`src/rtl/unidad_busqueda_pkg.sv`:
```
// Shared processor definitions for the fetch front end.
package unidad_busqueda_pkg;

    localparam int unsigned ADDR_W_DEF = 6;
    localparam int unsigned DATA_W_DEF = 32;
    localparam logic [31:0] HALT_WORD_DEF = 32'hFFFF_FFFF;

    typedef enum logic [1:0] {
        BOOT = 2'd0,
        RUN  = 2'd1,
        HALT = 2'd2
    } estado_t;

endpackage

```
`src/rtl/unidad_busqueda_calc_siguiente_pc.sv`:
```
// Combinational next-PC selection: jump > branch > sequential.
module calc_siguiente_pc
    import unidad_busqueda_pkg::*;
#(
    parameter int unsigned ADDR_W = ADDR_W_DEF
) (
    input  logic [ADDR_W-1:0] pc,
    input  logic [ADDR_W-1:0] branch_off,
    input  logic [ADDR_W-1:0] jump_target,
    input  logic              jump,
    input  logic              branch_taken,
    output logic [ADDR_W-1:0] pc_plus1,
    output logic [ADDR_W-1:0] pc_next
);

    // Adding the ADDR_W-bit offset modulo 2**ADDR_W equals adding its sign extension.
    always_comb begin
        pc_plus1 = pc + ADDR_W'(1);
        pc_next  = pc_plus1;
        if (jump) begin
            pc_next = jump_target;
        end else if (branch_taken) begin
            pc_next = pc_plus1 + branch_off;
        end
    end

endmodule

```
`src/rtl/unidad_busqueda.sv`:
```
// Instruction-fetch front end: PC register, BOOT/RUN/HALT control and retired counter.
module unidad_busqueda
    import unidad_busqueda_pkg::*;
#(
    parameter int unsigned        ADDR_W    = ADDR_W_DEF,
    parameter int unsigned        DATA_W    = DATA_W_DEF,
    parameter logic [ADDR_W-1:0]  RESET_PC  = '0,
    parameter logic [DATA_W-1:0]  HALT_WORD = DATA_W'(HALT_WORD_DEF),
    parameter int unsigned        CNT_W     = 16
) (
    input  logic              clk,
    input  logic              rst_n,
    input  logic              stall,
    input  logic              branch_taken,
    input  logic [ADDR_W-1:0] branch_off,
    input  logic              jump,
    input  logic [ADDR_W-1:0] jump_target,
    output logic [ADDR_W-1:0] direinstru,
    input  logic [DATA_W-1:0] instru,
    output logic [DATA_W-1:0] instr_out,
    output logic [ADDR_W-1:0] pc_plus1,
    output logic              valid,
    output logic              halted,
    output logic [CNT_W-1:0]  retired
);

    estado_t           state, next_state;
    logic [ADDR_W-1:0] pc;
    logic [ADDR_W-1:0] pc_next;
    logic [CNT_W-1:0]  retired_q;
    logic              advance;

    calc_siguiente_pc #(
        .ADDR_W(ADDR_W)
    ) u_calc (
        .pc          (pc),
        .branch_off  (branch_off),
        .jump_target (jump_target),
        .jump        (jump),
        .branch_taken(branch_taken),
        .pc_plus1    (pc_plus1),
        .pc_next     (pc_next)
    );

    // State register.
    always_ff @(posedge clk or negedge rst_n) begin
        if (!rst_n) begin
            state <= BOOT;
        end else begin
            state <= next_state;
        end
    end

    // Next state and PC-advance decision; halt word wins over stall.
    always_comb begin
        next_state = state;
        advance    = 1'b0;
        case (state)
            BOOT: next_state = RUN;
            RUN: begin
                if (instru == HALT_WORD) begin
                    next_state = HALT;
                end else if (!stall) begin
                    advance = 1'b1;
                end
            end
            HALT:    next_state = HALT;
            default: next_state = BOOT;
        endcase
    end

    // PC register and saturating retired counter.
    always_ff @(posedge clk or negedge rst_n) begin
        if (!rst_n) begin
            pc        <= RESET_PC;
            retired_q <= '0;
        end else if (advance) begin
            pc <= pc_next;
            if (retired_q != '1) begin
                retired_q <= retired_q + CNT_W'(1);
            end
        end
    end

    // Output decode.
    always_comb begin
        valid      = (state == RUN);
        halted     = (state == HALT);
        instr_out  = valid ? instru : '0;
        direinstru = pc;
        retired    = retired_q;
    end

endmodule

```
`config.mk`:
```
export PLATFORM = sky130hd
export DESIGN_NAME = unidad_busqueda
export DESIGN_NICKNAME = d
export VERILOG_FILES = /design/src/rtl/unidad_busqueda_pkg.sv /design/src/rtl/unidad_busqueda_calc_siguiente_pc.sv /design/src/rtl/unidad_busqueda.sv
export SDC_FILE = /design/constraint.sdc
export NUM_CORES = 1
export LEC_CHECK = 0
export ABC_CLOCK_PERIOD_IN_PS = 6700
export CAP_MARGIN = 20
export CORE_MARGIN = 1
export CORE_UTILIZATION = 30
export CTS_BUF_LIST = sky130_fd_sc_hd__clkbuf_16
export CTS_CLUSTER_DIAMETER = 40
export CTS_CLUSTER_SIZE = 16
export DETAILED_ROUTE_END_ITERATION = 12
export GPL_ROUTABILITY_DRIVEN = 0
export PLACE_DENSITY = 0.67
export SYNTH_ARGS = -nofsm -noshare
export SYNTH_HDL_FRONTEND = slang
export SYNTH_SLANG_ARGS = --single-unit
```
`constraint.sdc`:
```
create_clock -name clk -period 6.7 [get_ports clk]
set_clock_uncertainty 0.2 [all_clocks]
set_input_delay 0.67 -clock clk [delete_from_list [all_inputs] [get_ports clk]]
set_output_delay 0.67 -clock clk [all_outputs]
set_load 0.05 [all_outputs]
```
==> results by stage, run 1 <==
Power:
- The analysis attributes to cell leakage a power of 1.25 nW.
- Dividing total power by cell area gives a power density of 278 nW/µm².
- VDD sags by at most 0.221 mV.
- The power after layout is 0.000865 W.

Synth:
- A synthesized cell averages 8.92 µm².
- The top cell type's share of synthesized area is 0.327.
- The number of nets handed over by synthesis was 267.
- The post-synthesis register bit count is 24.
- By count the netlist is led by 33 x sky130_fd_sc_hd__and2_1, 24 x sky130_fd_sc_hd__dfrtp_1, 17 x sky130_fd_sc_hd__xnor2_1, 16 x sky130_fd_sc_hd__nand4_1, 14 x sky130_fd_sc_hd__nand3_1.
- Yosys printed 0 warnings.
- The count of unique library cells instantiated by Yosys is 36.
- By instance count, the leading cell after synthesis is sky130_fd_sc_hd__and2_1.
- After synthesis the cells add up to 1840 µm².
- The most used flip-flop cell after synthesis is sky130_fd_sc_hd__dfrtp_1.
- In this run, synthesis inferred 0 flip-flops with an integrated enable.
- Of the synthesized area, sequential elements account for 0.327.
- The biggest area contributor in the post-synthesis netlist is sky130_fd_sc_hd__dfrtp_1.
- The share of flip-flops with an asynchronous set or reset after synthesis is 1.00.
- Synthesis produced a netlist whose cell count is 206.
- Sorting the synthesized cells by area gives the leading types as sky130_fd_sc_hd__dfrtp_1 33%, sky130_fd_sc_hd__and2_1 11%, sky130_fd_sc_hd__xnor2_1 8.1%, sky130_fd_sc_hd__ha_1 7.5%, sky130_fd_sc_hd__nand4_1 5.4%.

Worst setup path:
- The worst reg-to-reg path cell count is 8.
- The worst setup path is launched from a flop.
- By startpoint and endpoint, the worst setup path is classified as reg -> out.
- The endpoint arrival time on the critical path is 2.44 ns.
- The worst-path maximum fanout is 35.
- The slowest library cell on the worst path is sky130_fd_sc_hd__clkdlybuf4s50_1.
- The signal on the critical path passes through inv_1, ha_1, and2_1, clkdlybuf4s50_1.
- The critical path crosses 4 cells after its start point.
- On the critical path the largest part of the delay comes from buffers and inverters.
- The critical path endpoint category is a primary output.
- The endpoint required time on the critical path is 5.83 ns.
- The largest single stage delay on the critical path is 0.80 ns.
- The buffers plus inverters on the worst setup path is 2.

Route:
- The first-pass iteration count of the detailed router is 4.
- For this block, the routed nets add up to 5190 µm of wire.
- The average via count per standard cell is 4.91.
- The number of antenna-violating nets in the routed design is 0.
- Summing over every cut layer, the via total after detailed routing is 1914.
- After detailed routing, the number of remaining DRC violations is 0.
- In this run, the number of DRC markers left after iteration 0 of detailed routing was 49.
- The average wire length per cell after detail routing is 13.3 µm.

Timing:
- The maximum operating frequency is 0.302 GHz.
- Hold timing on the final database bottoms out at a slack of 0.301 ns.
- Setup repair after global routing left no endpoint under its margin.
- Setup violations remaining at the end of the flow were counted as 0.
- The hold violation count in the final report is 0.
- Summed over all failing endpoints, the final setup total negative slack is 0 ns.
- The clock period could shrink to 3.31 ns.
- The relative slew slack is 0.479.
- The final-report max-slew violation count was 0.
- In the finished design, the share of the clock period the worst path needs comes to 0.494.
- At the pin with the least slew margin, the transition time is 0.781 ns.

GRT:
- The wire length of the first global-routing pass is 8150 µm.
- The via count of the first global-routing pass is 1790.
- Entering global routing, the biggest net connects 36 pins.
- The overall global routing resource usage is 0.159.
- The initial antenna violation count is 0.
- The remaining global-route overflow is 0.

Clock tree:
- The number of buffers inserted by post-CTS setup repair is 0.
- The hold-fix buffer count after cts is 0.
- The clock insertion delay at the later pin of the skew report is 0.26 ns.
- After clock tree synthesis, the clock-pin slew on the worst setup and hold paths is 0.06 ns.
- The TritonCTS clock tree is built.
- Clock tree synthesis selected as its root buffer the cell sky130_fd_sc_hd__clkbuf_16.
- The number of resized instances in the post-cts repair step is 0.
- The longest clock path from root to sink contains 2 buffers.
- Clock tree synthesis found a total of 24 sinks.
- The number of buffers inserted during clock tree synthesis is 3.
- The number of H-tree levels is 1.

Layout:
- Once layout is complete, the utilization of the core stands at 0.526.
- Summing all non-filler instances in the final layout gives an area of 3110 µm².
- In the final layout, the multi-input gates occupy 1170 µm².
- From synthesis to final layout, the design area changed by 69.4%.
- The share of cells above drive strength 1 is 0.0476.
- Across the whole layout, storage elements account for 601 µm².
- Counting the fill cells in the layout gives 567.
- The layout net count is 377.
- The count of inserted antenna diode cells is 0.

Die:
- The initial utilization of the core area, before any placement, comes to 0.310.
- The area of the die is 6440 µm².
- The core area is 5920 µm².
- The die outline height is 80.2 µm.
- The count of standard-cell rows is 28.
- 111 I/O pins were placed.
- Measured along the x axis, the die boundary spans 80.2 µm.

Placed design:
- Once placement finished, the instance area stood at 3000 µm².
- The count of buffers added on input and output ports is 110.
- Detailed placement finished with a half-perimeter wire length of 4210 µm.

Run:
- The max-capacitance violation count is 0.

Status:
- The flow ran to the end, and the final reports show no timing, DRC or antenna violations.

Hold path:
- The tightest min-delay check is of the reg -> reg type.
- Along the worst hold path, the cell count comes to 1.
cell type report:
type                       instances  share of cell area
clock buffer                       3              0.0241
clock inverter                     1             0.00121
inverter                           9              0.0109
multi-input combinational        166               0.377
sequential                        24               0.193
tap                               75              0.0302
timing repair buffer             112               0.363
metrics by stage:
stage,cells,setup slack (ns)
final,390,3.39
after floorplan,206,3.25
after global routing,390,3.19
after detailed placement,384,3.53
after CTS,388,3.33
after global placement,384,3.61
worst paths after layout:
path	startpoint	end	slack [ns]
min	retired[10]$_DFFE_PN0P_	retired[10]$_DFFE_PN0P_	0.30
min reg2reg	retired[10]$_DFFE_PN0P_	retired[10]$_DFFE_PN0P_	0.30
max in group asynchronous	rst_n	retired[12]$_DFFE_PN0P_	5.22
max	state[1]$_DFFE_PN0P_	instr_out[12]	3.39
min in group asynchronous	rst_n	direinstru[1]$_DFFE_PN0P_	0.59
max reg2reg	direinstru[0]$_DFFE_PN0P_	direinstru[5]$_DFFE_PN0P_	4.07
flip-flops by register name, indices dropped and copies added (netlist names):
name and count:
state 2, direinstru 6, retired 16
per-layer routing:
layer | GRT usage | part of all wire | vias to the layer above
met4 | 0.0429 | 0.0081 | 0
li1 | - | - | 963
met2 | 0.297 | 0.49 | 78
met5 | 0 | 0 | -
met3 | 0.0261 | 0.079 | 4
met1 | 0.187 | 0.43 | 869
cells by family (layout without fill, tap and decap cells):
group | Yosys count | after routing | share of synthesized area
compound gates | 29 | 29 | 0.100
fa+ha+maj | 12 | 12 | 0.0858
flops | 24 | 24 | 0.327
xor+xnor | 18 | 18 | 0.0858
simple gates | 99 | 99 | 0.317
buf+inv | 16 | 125 | 0.0341
mux | 8 | 8 | 0.0497
layout by cell type, fill, tap and decap left out, types with 8 or more instances in the layout:
master	instances
sky130_fd_sc_hd__nor2_1	8
sky130_fd_sc_hd__nand3_1	14
sky130_fd_sc_hd__inv_1	9
sky130_fd_sc_hd__ha_1	11
sky130_fd_sc_hd__nand4_1	16
sky130_fd_sc_hd__nand2_1	11
sky130_fd_sc_hd__xnor2_1	17
sky130_fd_sc_hd__and2_1	33
sky130_fd_sc_hd__clkdlybuf4s50_1	110
sky130_fd_sc_hd__dfrtp_1	24
where the power goes:
group          total (W)  leakage, nW  switching (W)  internal (W)
registers       0.000214        0.305      0.0000403      0.000174
clock network   0.000128       0.0385      0.0000488     0.0000797
logic           0.000522        0.908       0.000321      0.000201
Note: power is estimated with default switching activity, not from simulation.
==> run 2: changes to the inputs <==
Settings changed: ABC_CLOCK_PERIOD_IN_PS 6700 to 3400.
Clock period 6.7 ns to 3.4 ns, I/O delays scaled along.
==> results by stage, run 2 (synthesized netlist as in run 1, its figures left out) <==
Clock tree:
- The number of buffers inserted during clock tree synthesis is 3 (unchanged).
- The clock insertion delay at the later pin of the skew report was 0.26 ns (about the same).
- The number of H-tree levels was 1 (unchanged).
- TritonCTS built the clock tree.
- The maximum clock insertion buffer count is 2 (unchanged).
- The number of resized instances in the post-cts repair step is 0 (unchanged).
- The number of clock sinks seen by CTS is 24 (unchanged).
- The root buffer selected by CTS is sky130_fd_sc_hd__clkbuf_16.
- The clock input transition at the sequential cells of the worst setup and hold paths is 0.06 ns (about the same).
- The hold-fix buffer count after cts was 0 (unchanged).
- The number of buffers inserted by post-CTS setup repair is 0 (unchanged).

Timing:
- The relative slew slack is 0.560 (+0.0802).
- Static timing analysis puts the maximum clock frequency at 0.353 GHz.
- The setup-violating endpoint count in the final report is 0 (unchanged).
- The final total negative setup slack was 0 ns (unchanged).
- The hold violation count in the final report is 0 (unchanged).
- The final worst-path cycle share is 0.833.
- The final-report max-slew violation count is 0 (unchanged).
- The smallest clock period supported by the final layout is computed as 2.83 ns.
- The transition time at the pin with the least slew margin is 0.660 ns (-0.120 ns).
- Setup repair after global routing left no endpoint under its margin.

Worst setup path:
- In this run the critical register-to-register path is captured at direinstru[1]$_DFFE_PN0P_.
- The worst reg-to-reg path cell count came to 7 (-1).
- The critical path start-end classification is reg -> out.
- The type of origin of the critical path is a flop.
- The critical path endpoint category is a primary output.
- The worst-path maximum fanout is 24 (-31%).
- The worst register-to-register path begins at state[1]$_DFFE_PN0P_.
- The endpoint required time on the critical path was 2.86 ns (-2.97 ns).
- The endpoint arrival time on the critical path is 2.29 ns (-0.15 ns).
- The register-to-register setup slack is 0.78 ns (-3.29 ns).

Route:
- The average via count per standard cell is 4.96 (+0.99%).
- The average wire length per cell after detail routing is 13.2 µm (-0.39%).
- The first-pass iteration count of the detailed router was 4 (unchanged).
- The number of antenna-violating nets in the routed design came to 0 (unchanged).
- The total via count in the routed design is 1938 (+1.3%).
- The DRC violations left is 0 (unchanged).
- The detailed router's first-iteration violation count was 54 (+10%).
- The post-detailed-routing wire length is 5180 µm (-0.14%).

Layout:
- The layout net count is 378 (+0.27%).
- In the layout the commonest cells are 110 x sky130_fd_sc_hd__clkdlybuf4s50_1, 33 x sky130_fd_sc_hd__and2_1, 24 x sky130_fd_sc_hd__dfrtp_1.
- The count of inserted antenna diode cells was 0 (unchanged).
- The area growth from synthesis to layout is 71.3%.
- The final cell area excluding filler cells is 3150 µm² (+1.1%).
- The most common cell after layout, fill and taps aside is sky130_fd_sc_hd__clkdlybuf4s50_1.
- The number of flip-flops under the largest register name is 16 (unchanged).
- The filler cell count is 575 (+1.4%).
- The share of cells above drive strength 1 is 0.0601 (+0.0125).

GRT:
- The wire length of the first global-routing pass is 8090 µm (-0.68%).
- The overall global routing resource usage is 0.160 (+0.000345).
- The via count of the first global-routing pass is 1725 (-3.6%).
- The initial antenna violation count is 0 (unchanged).
- The met3 track demand over resource was 0.0261 (unchanged).
- The largest net degree at the start of global routing is 25 (-31%).
- The met1 usage in global routing came to 0.202 (+0.0151).
- The global routing stage identified its most utilized layer as met2.
- The met2 layer usage reported by global route is 0.277 (-0.0197).
- The remaining global-route overflow came to 0 (unchanged).

Power:
- The power density over cell area is 569 nW/µm² (+100%).
- The static leakage is 1.27 nW (+1.6%).
- The worst vdd rail ir drop is 0.626 mV (+180%).

Status:
- The run finished with clean final reports.

Die:
- The initial core utilization is 0.310 (unchanged).
- The die span in x is 80.2 µm (unchanged).
- The area of the die was 6440 µm² (unchanged).
- The number of primary I/O pins was 111 (unchanged).
- The count of standard-cell rows came to 28 (unchanged).
- The die outline height came to 80.2 µm (unchanged).
- The core area was 5920 µm² (unchanged).

Placed design:
- The final HPWL from detailed placement was 4130 µm (-1.9%).
- The cell area reported after detailed placement is 3040 µm² (+1.3%).
- The number of input and output port buffers inserted came to 110 (unchanged).

Hold path:
- The worst hold-check path type is in -> async.

Run:
- The max-capacitance violation count is 0 (unchanged).
-- run 2: cell count changes in the layout (fill, tap and decap cells not counted) --
cell and delta:
sky130_fd_sc_hd__xor2_1 -1, sky130_fd_sc_hd__buf_8 -2, sky130_fd_sc_hd__xnor2_1 -1, sky130_fd_sc_hd__clkinv_1 -1, sky130_fd_sc_hd__bufinv_16 +1, sky130_fd_sc_hd__buf_4 +3
sky130_fd_sc_hd__xor2_2 +1, sky130_fd_sc_hd__xnor2_2 +1
-- run 2: report_power, final --
group	switching (W)	internal, W	total, W
Clock	0.0000987	0.000234	0.000333
Combinational	0.000637	0.000399	0.00104
Sequential	0.0000787	0.000343	0.000422
Total	0.000814	0.000976	0.00179
-- run 2: how the worst max path moves through the flow --
stage	slack (ns)	start	depth (start not counted)	end
2_1_floorplan	0.03	direinstru[2]$_DFFE_PN0P_	8	direinstru[5]$_DFFE_PN0P_
3_3_place_gp	0.82	state[1]$_DFFE_PN0P_	7	direinstru[1]$_DFFE_PN0P_
3_5_place_dp	0.77	state[1]$_DFFE_PN0P_	7	direinstru[1]$_DFFE_PN0P_
4_1_cts	0.52	state[1]$_DFFE_PN0P_	5	instr_out[10]
5_1_grt	0.39	state[1]$_DFFE_PN0P_	5	instr_out[27]
6_report	0.57	state[1]$_DFFE_PN0P_	5	instr_out[27]
-- run 2: through the flow --
stage | power (W) | worst slack (ns) | util | hold slack, ns | instances
finish | 0.00179 | 0.567 | 0.531 | 0.246 | 391
global route | 0.00188 | 0.394 | 0.531 | 0.281 | 391
CTS | 0.00181 | 0.516 | 0.531 | 0.254 | 391
detailed placement | 0.00146 | 0.765 | 0.514 | 0.294 | 387
global placement | 0.00146 | 0.825 | 0.514 | 0.294 | 387
floorplan | 0.00111 | 0.0333 | - | -0.156 | 206
-- run 2: cell type report --
type	count	area, µm²	share of cell area
repair buffers	113	1120	0.357
clock buffers	3	75.1	0.0239
flip-flops and latches	24	601	0.191
multi-input cells	166	1190	0.378
inverters	9	33.8	0.0107
well taps	75	93.8	0.0298
clock inverters	1	30.0	0.00955
-- run 2: critical path: stages, from the launching register on --
cell	delay (ns)
sky130_fd_sc_hd__dfrtp_1	0.39
sky130_fd_sc_hd__inv_1	0.08
sky130_fd_sc_hd__ha_1	0.32
sky130_fd_sc_hd__buf_4	0.27
sky130_fd_sc_hd__and2_1	0.15
sky130_fd_sc_hd__clkdlybuf4s50_1	0.81
-- run 2: layer usage --
layer  wire length (µm)  vias to the layer above
li1                   -                      955
met1               2220                      906
met2               2510                       70
met3                371                        7
met4                 72                        0
met5                  0                        -
